### src/rtl/regfile_pkg.sv
// Shared constants and helpers for the multi-port register file and the
// decode/writeback stages that slice its flattened port vectors.
package regfile_pkg;

  function automatic int aw_of(input int nregs);
    return (nregs <= 2) ? 1 : $clog2(nregs);
  endfunction

  localparam int DEF_XLEN  = 32;
  localparam int DEF_NREGS = 32;
  localparam int DEF_NRD   = 2;
  localparam int DEF_NWR   = 1;
  localparam int DEF_AW    = aw_of(DEF_NREGS);

  // Flattened port widths for the default core configuration
  localparam int RA_W = DEF_NRD * DEF_AW;
  localparam int RD_W = DEF_NRD * DEF_XLEN;
  localparam int WA_W = DEF_NWR * DEF_AW;
  localparam int WD_W = DEF_NWR * DEF_XLEN;

endpackage

### src/rtl/regfile_mp_if.sv
// Decode/writeback <-> register file bus. Packed [port][bits] arrays keep
// port i at bits [i*W +: W] of the flattened view.
interface regfile_mp_if #(
  parameter int XLEN  = 32,
  parameter int NREGS = 32,
  parameter int NRD   = 2,
  parameter int NWR   = 1
);
  localparam int AW = regfile_pkg::aw_of(NREGS);

  logic [NRD-1:0][AW-1:0]   ra;
  logic [NRD-1:0][XLEN-1:0] rd;
  logic [NRD-1:0]           rbusy;
  logic [NWR-1:0]           we;
  logic [NWR-1:0][AW-1:0]   wa;
  logic [NWR-1:0][XLEN-1:0] wd;
  logic                     busy_set;
  logic [AW-1:0]            busy_addr;
  logic [NREGS-1:0]         busy;

  modport master (output ra, we, wa, wd, busy_set, busy_addr,
                  input  rd, rbusy, busy);
  modport slave  (input  ra, we, wa, wd, busy_set, busy_addr,
                  output rd, rbusy, busy);
endinterface

### src/rtl/regfile_rdport.sv
// One read port: array mux, write bypass (highest port wins), zero-register
// masking and an optional output register.
module regfile_rdport import regfile_pkg::*; #(
  parameter int  XLEN     = 32,
  parameter int  NREGS    = 32,
  parameter int  NWR      = 1,
  parameter bit  BYPASS   = 1'b1,
  parameter bit  RD_REG   = 1'b0,
  parameter bit  ZERO_REG = 1'b1,
  localparam int AW       = aw_of(NREGS)
) (
  input  logic                      clk,
  input  logic                      resetn,
  input  logic [AW-1:0]             ra,
  input  logic [NREGS-1:0][XLEN-1:0] rf,
  input  logic [NREGS-1:0]          busy,
  input  logic [NWR-1:0]            we,
  input  logic [NWR-1:0][AW-1:0]    wa,
  input  logic [NWR-1:0][XLEN-1:0]  wd,
  output logic [XLEN-1:0]           rd,
  output logic                      rbusy
);

  logic [XLEN-1:0] rd_c, rd_q;
  logic            rb_c, rb_q;

  always_comb begin
    rd_c = rf[ra];
    rb_c = busy[ra];
    if (BYPASS) begin
      for (int j = 0; j < NWR; j++) begin
        if (we[j] && (wa[j] == ra)) begin
          rd_c = wd[j];
          rb_c = 1'b0;
        end
      end
    end
    if (ZERO_REG && (ra == '0)) begin
      rd_c = '0;
      rb_c = 1'b0;
    end
  end

  always_ff @(posedge clk or negedge resetn) begin
    if (!resetn) begin
      rd_q <= '0;
      rb_q <= 1'b0;
    end else begin
      rd_q <= rd_c;
      rb_q <= rb_c;
    end
  end

  // Output flop is simply left unloaded when reads are combinational
  assign rd    = RD_REG ? rd_q : rd_c;
  assign rbusy = RD_REG ? rb_q : rb_c;

endmodule

### src/rtl/regfile_mp.sv
// Parameterised multi-port integer register file with hardwired zero
// register and a busy-bit scoreboard for the hazard unit.
module regfile_mp import regfile_pkg::*; #(
  parameter int XLEN     = DEF_XLEN,
  parameter int NREGS    = DEF_NREGS,
  parameter int NRD      = DEF_NRD,
  parameter int NWR      = DEF_NWR,
  parameter bit BYPASS   = 1'b1,
  parameter bit RD_REG   = 1'b0,
  parameter bit ZERO_REG = 1'b1
) (
  input  logic         clk,
  input  logic         resetn,
  regfile_mp_if.slave  bus
);

  logic [NREGS-1:0][XLEN-1:0] rf;
  logic [NREGS-1:0]           busy_q;
  logic [NRD-1:0][XLEN-1:0]   rd_w;
  logic [NRD-1:0]             rbusy_w;

  // Later ports are assigned last, so the highest index wins a collision
  always_ff @(posedge clk or negedge resetn) begin
    if (!resetn) begin
      rf <= '0;
    end else begin
      for (int j = 0; j < NWR; j++) begin
        if (bus.we[j] && !(ZERO_REG && (bus.wa[j] == '0)))
          rf[bus.wa[j]] <= bus.wd[j];
      end
    end
  end

  // Set is applied after clears: a new producer supersedes the retiring one
  always_ff @(posedge clk or negedge resetn) begin
    if (!resetn) begin
      busy_q <= '0;
    end else begin
      for (int j = 0; j < NWR; j++) begin
        if (bus.we[j]) busy_q[bus.wa[j]] <= 1'b0;
      end
      if (bus.busy_set) busy_q[bus.busy_addr] <= 1'b1;
      if (ZERO_REG) busy_q[0] <= 1'b0;
    end
  end

  for (genvar i = 0; i < NRD; i++) begin : g_rd
    regfile_rdport #(
      .XLEN(XLEN), .NREGS(NREGS), .NWR(NWR),
      .BYPASS(BYPASS), .RD_REG(RD_REG), .ZERO_REG(ZERO_REG)
    ) u_rd (
      .clk    (clk),
      .resetn (resetn),
      .ra     (bus.ra[i]),
      .rf     (rf),
      .busy   (busy_q),
      .we     (bus.we),
      .wa     (bus.wa),
      .wd     (bus.wd),
      .rd     (rd_w[i]),
      .rbusy  (rbusy_w[i])
    );
  end

  assign bus.rd    = rd_w;
  assign bus.rbusy = rbusy_w;
  assign bus.busy  = busy_q;

endmodule

### src/flat_wrapper.sv
// flat-port wrapper written by rule: the top's interface ports become plain ports
module regfile_mp_flat import regfile_pkg::*;
#(
  parameter int XLEN     = DEF_XLEN,
  parameter int NREGS    = DEF_NREGS,
  parameter int NRD      = DEF_NRD,
  parameter int NWR      = DEF_NWR,
  parameter bit BYPASS   = 1'b1,
  parameter bit RD_REG   = 1'b0,
  parameter bit ZERO_REG = 1'b1
)
  (clk, resetn, bus_ra, bus_we, bus_wa, bus_wd, bus_busy_set, bus_busy_addr, bus_rd, bus_rbusy, bus_busy);
  regfile_mp_if #(.XLEN(XLEN), .NREGS(NREGS), .NRD(NRD), .NWR(NWR)) bus_i ();
  input  logic clk;
  input  logic resetn;
  input wire logic [$bits(bus_i.ra)-1:0] bus_ra;
  input wire logic [$bits(bus_i.we)-1:0] bus_we;
  input wire logic [$bits(bus_i.wa)-1:0] bus_wa;
  input wire logic [$bits(bus_i.wd)-1:0] bus_wd;
  input wire logic [$bits(bus_i.busy_set)-1:0] bus_busy_set;
  input wire logic [$bits(bus_i.busy_addr)-1:0] bus_busy_addr;
  output wire logic [$bits(bus_i.rd)-1:0] bus_rd;
  output wire logic [$bits(bus_i.rbusy)-1:0] bus_rbusy;
  output wire logic [$bits(bus_i.busy)-1:0] bus_busy;
  assign bus_i.ra = bus_ra;
  assign bus_i.we = bus_we;
  assign bus_i.wa = bus_wa;
  assign bus_i.wd = bus_wd;
  assign bus_i.busy_set = bus_busy_set;
  assign bus_i.busy_addr = bus_busy_addr;
  assign bus_rd = bus_i.rd;
  assign bus_rbusy = bus_i.rbusy;
  assign bus_busy = bus_i.busy;
  regfile_mp #(.XLEN(XLEN), .NREGS(NREGS), .NRD(NRD), .NWR(NWR), .BYPASS(BYPASS), .RD_REG(RD_REG), .ZERO_REG(ZERO_REG)) u_core (.clk(clk), .resetn(resetn), .bus(bus_i));
endmodule
### config.mk
export PLATFORM = sky130hd
export DESIGN_NAME = regfile_mp_flat
export DESIGN_NICKNAME = d
export VERILOG_FILES = /design/src/rtl/regfile_pkg.sv /design/src/rtl/regfile_mp_if.sv /design/src/rtl/regfile_rdport.sv /design/src/rtl/regfile_mp.sv /design/src/flat_wrapper.sv
export SDC_FILE = /design/constraint.sdc
export NUM_CORES = 2
export LEC_CHECK = 0
export BUFFER_PORTS_ARGS = -buffer_cell sky130_fd_sc_hd__buf_2
export CORE_UTILIZATION = 60
export CTS_BUF_LIST = sky130_fd_sc_hd__clkbuf_4
export CTS_CLUSTER_DIAMETER = 40
export CTS_CLUSTER_SIZE = 10
export DETAILED_ROUTE_END_ITERATION = 12
export PLACE_DENSITY = 0.77
export SKIP_CTS_REPAIR_TIMING = 1
export SYNTH_ARGS = -nofsm -noshare
export SYNTH_HDL_FRONTEND = slang
export SYNTH_SLANG_ARGS = --single-unit
### constraint.sdc
create_clock -name clk -period 5.3 [get_ports clk]
set_input_delay 1.325 -clock clk [delete_from_list [all_inputs] [get_ports clk]]
set_output_delay 1.325 -clock clk [all_outputs]
set_load 0.05 [all_outputs]
==> impl_metrics.env <==
export IMPL_maxCapViolCount=0
export IMPL_synthFlopType="dfrtp_1"
export IMPL_crit_type="input port to primary output"
export IMPL_rsz0062_at_grt="no"
export IMPL_met1_usage_pct=50.3
export IMPL_grt_antenna_before_repair=10
export IMPL_finalCritPeriodShare_pct=99.6
export IMPL_status="completed"
export IMPL_worst_pin_slew_ps=1200
export IMPL_multiInputGateArea_um2=28300
export IMPL_slew_headroom_pct=19.6
export IMPL_core_um2=93500
export IMPL_use_met3_pct=11.3
export IMPL_drt_iter0_drc=4830
export IMPL_netlist_area_um2=56800
export IMPL_clk_path_buf_depth=3
export IMPL_synth_area_top_cells="dfrtp_1 (47%), mux2_2 (20%), mux4_2 (18%)"
export IMPL_busiest_layer="met2"
export IMPL_yosysSeqAreaShare_pct=46.5
export IMPL_clk_pin_slew_ps=100
export IMPL_worst_path_buf_inv=4
export IMPL_synth_top_cell_area_share_pct=46.5
export IMPL_rrSetupSlack_ps=4470
export IMPL_crit_fanout=54
export IMPL_wl_per_cell_um=33.6
export IMPL_grt_max_degree=114
export IMPL_cp_arrival_ps=3950
export IMPL_synthCells=3899
export IMPL_grt_usage_pct=38.5
export IMPL_fin_crit_ps=5280
export IMPL_met2_usage_pct=57.9
export IMPL_final_setup_tns_ps=0
export IMPL_p_total_mw=22.3
export IMPL_dieHeight_um=310
export IMPL_first_global_vias=39789
export IMPL_cts_buffers=152
export IMPL_cp_data_required_time_ps=3970
export IMPL_layout_common_cells="dfrtp_1 (1055), mux2_2 (1009), mux4_2 (442)"
export IMPL_slew_viol_final=0
export IMPL_gp_congestion=0.936
export IMPL_ant_nets=0
export IMPL_start_kind="input port"
export IMPL_fin_ws_ps=23.4
export IMPL_yosys_area_top_type="dfrtp_1"
export IMPL_syn_area_per_cell_um2=14.6
export IMPL_cp_cell_sequence="buf_8, buf_12, or3b_2, o21ai_0, nor4_1, nor2_1, a21oi_2, buf_4, buf_12"
export IMPL_rows=112
export IMPL_drt_total_wl_um=180000
export IMPL_nFillCells=6616
export IMPL_regArea_um2=26400
export IMPL_final_common_cell="dfrtp_1"
export IMPL_synth_net_count=3955
export IMPL_power_density_nw_per_um2=358
export IMPL_synth_edff_count=0
export IMPL_fin_nets=4050
export IMPL_cp_common_cell="buf_12"
export IMPL_dr_pass1_iters=5
export IMPL_cts_tree="done"
export IMPL_cts_sinks=1055
export IMPL_critPathCaptureType="primary output"
export IMPL_cp_slowest_cell="nor4_1"
export IMPL_drive_above_1_share_pct=51.9
export IMPL_area_delta_synth_final_pct=9.59
export IMPL_cts_root_buffer="clkbuf_4"
export IMPL_viasPerCell=7.35
export IMPL_ys_ff_latch=1055
export IMPL_synthDistinctLibCells=60
export IMPL_htreeDepth=4
export IMPL_fp_dieW_um=310
export IMPL_ys_warn_count=0
export IMPL_hpwl_um=111000
export IMPL_max_vdd_ir_drop_v=0.000246
export IMPL_p_leak_nw=27.2
export IMPL_setup_violations=0
export IMPL_die_area_um2=95800
export IMPL_port_buffers=152
export IMPL_cp_slowest_stage_delay_ps=550
export IMPL_ios=154
export IMPL_fmax_mhz=190
export IMPL_initial_core_util_pct=60.7
export IMPL_async_flop_share_pct=100
export IMPL_skew_ps=0
export IMPL_gr_total_overflow=0
export IMPL_hold_viol_final=0
export IMPL_vias=39469
export IMPL_cp_top_family="simple AND/OR/NAND/NOR gates"
export IMPL_drc_errors=0
export IMPL_clock_latency_ps=1160
export IMPL_grt_pass1_wl_um=266000
export IMPL_post_place_ws_ps=15.2
export IMPL_min_path_type="input port to asynchronous set/reset pin"
==> report_power, final <==
group	total [mW]	switching (mW)	internal [mW]
logic	5.59	2.58	3.01
registers	10.8	1.19	9.58
clock network	5.93	3.21	2.72
total	22.3	6.97	15.3
==> worst paths after layout <==
| check | start | to | depth (start not counted) |
|---|---|---|---|
| hold reg to reg | u_core.rf[2] | u_core.rf[2] | 0 |
| max in group asynchronous | resetn | u_core.rf[600] | 2 |
| setup / recovery | bus_ra[1] | bus_rd[22] | 9 |
| min in group clk | u_core.rf[2] | u_core.rf[2] | 0 |
| setup reg to reg | u_core.rf[798] | u_core.rf[798] | 1 |
| hold / removal | resetn | u_core.rf[102] | 1 |
==> kinds of logic (layout without fill, tap and decap cells) <==
| kind of cell | after synthesis | after routing | synth area share, % |
|---|---|---|---|
| compound gates | 458 | 458 | 5.75 |
| xor+xnor | 10 | 10 | 0.154 |
| buf+inv | 445 | 651 | 3.91 |
| flops | 1055 | 1055 | 46.5 |
| mux | 1659 | 1659 | 41.2 |
| other cells | 1 | 13 | 0.00661 |
| simple gates | 271 | 271 | 2.44 |
==> flip-flops by register name, summed over array words and instances (netlist names) <==
signal	flops
u_core.bus.busy	31
u_core.rf	1024
==> layout make-up <==
type / count / share of cell area [%]
Sequential cell: 1055 / 42.4
Timing Repair Buffer: 381 / 5.65
Antenna cell: 12 / 0.0483
Tap cell: 1254 / 2.52
Inverter: 5 / 0.0302
Clock buffer: 176 / 2.12
Multi-Input combinational cell: 2399 / 45.5
Clock inverter: 89 / 1.66
==> layer usage <==
layer | vias up | routed length (um)
met5 | - | 71
met4 | 10 | 11200
met3 | 712 | 21200
met2 | 2726 | 82200
met1 | 20621 | 65700
li1 | 15400 | -
==> cell usage after synthesis, types with 40 or more instances <==
library cell,number
mux2i_1,200
nor2_1,66
o211ai_1,44
a211oi_1,40
buf_1,53
dfrtp_1,1055
buf_4,42
nand2_1,43
mux4_2,442
mux2_2,1009
o22ai_1,92
a22oi_1,48
buf_2,116
o21ai_0,74
clkbuf_1,199
a22o_1,47
a221oi_1,46
==> per-stage QoR <==
stage | utilization, % | std cells | instance area, um2 | hold slack (ps)
finish | 66.6 | 5371 | 62200 | 169
global route | 66.5 | 5368 | 62200 | 205
CTS | 66.5 | 5359 | 62200 | 177
detailed placement | 64.0 | 5094 | 59800 | 384
global placement | 64.0 | 5094 | 59800 | 377
floorplan | - | 3899 | 56800 | 441
Note: power is estimated with default switching activity, not from simulation.
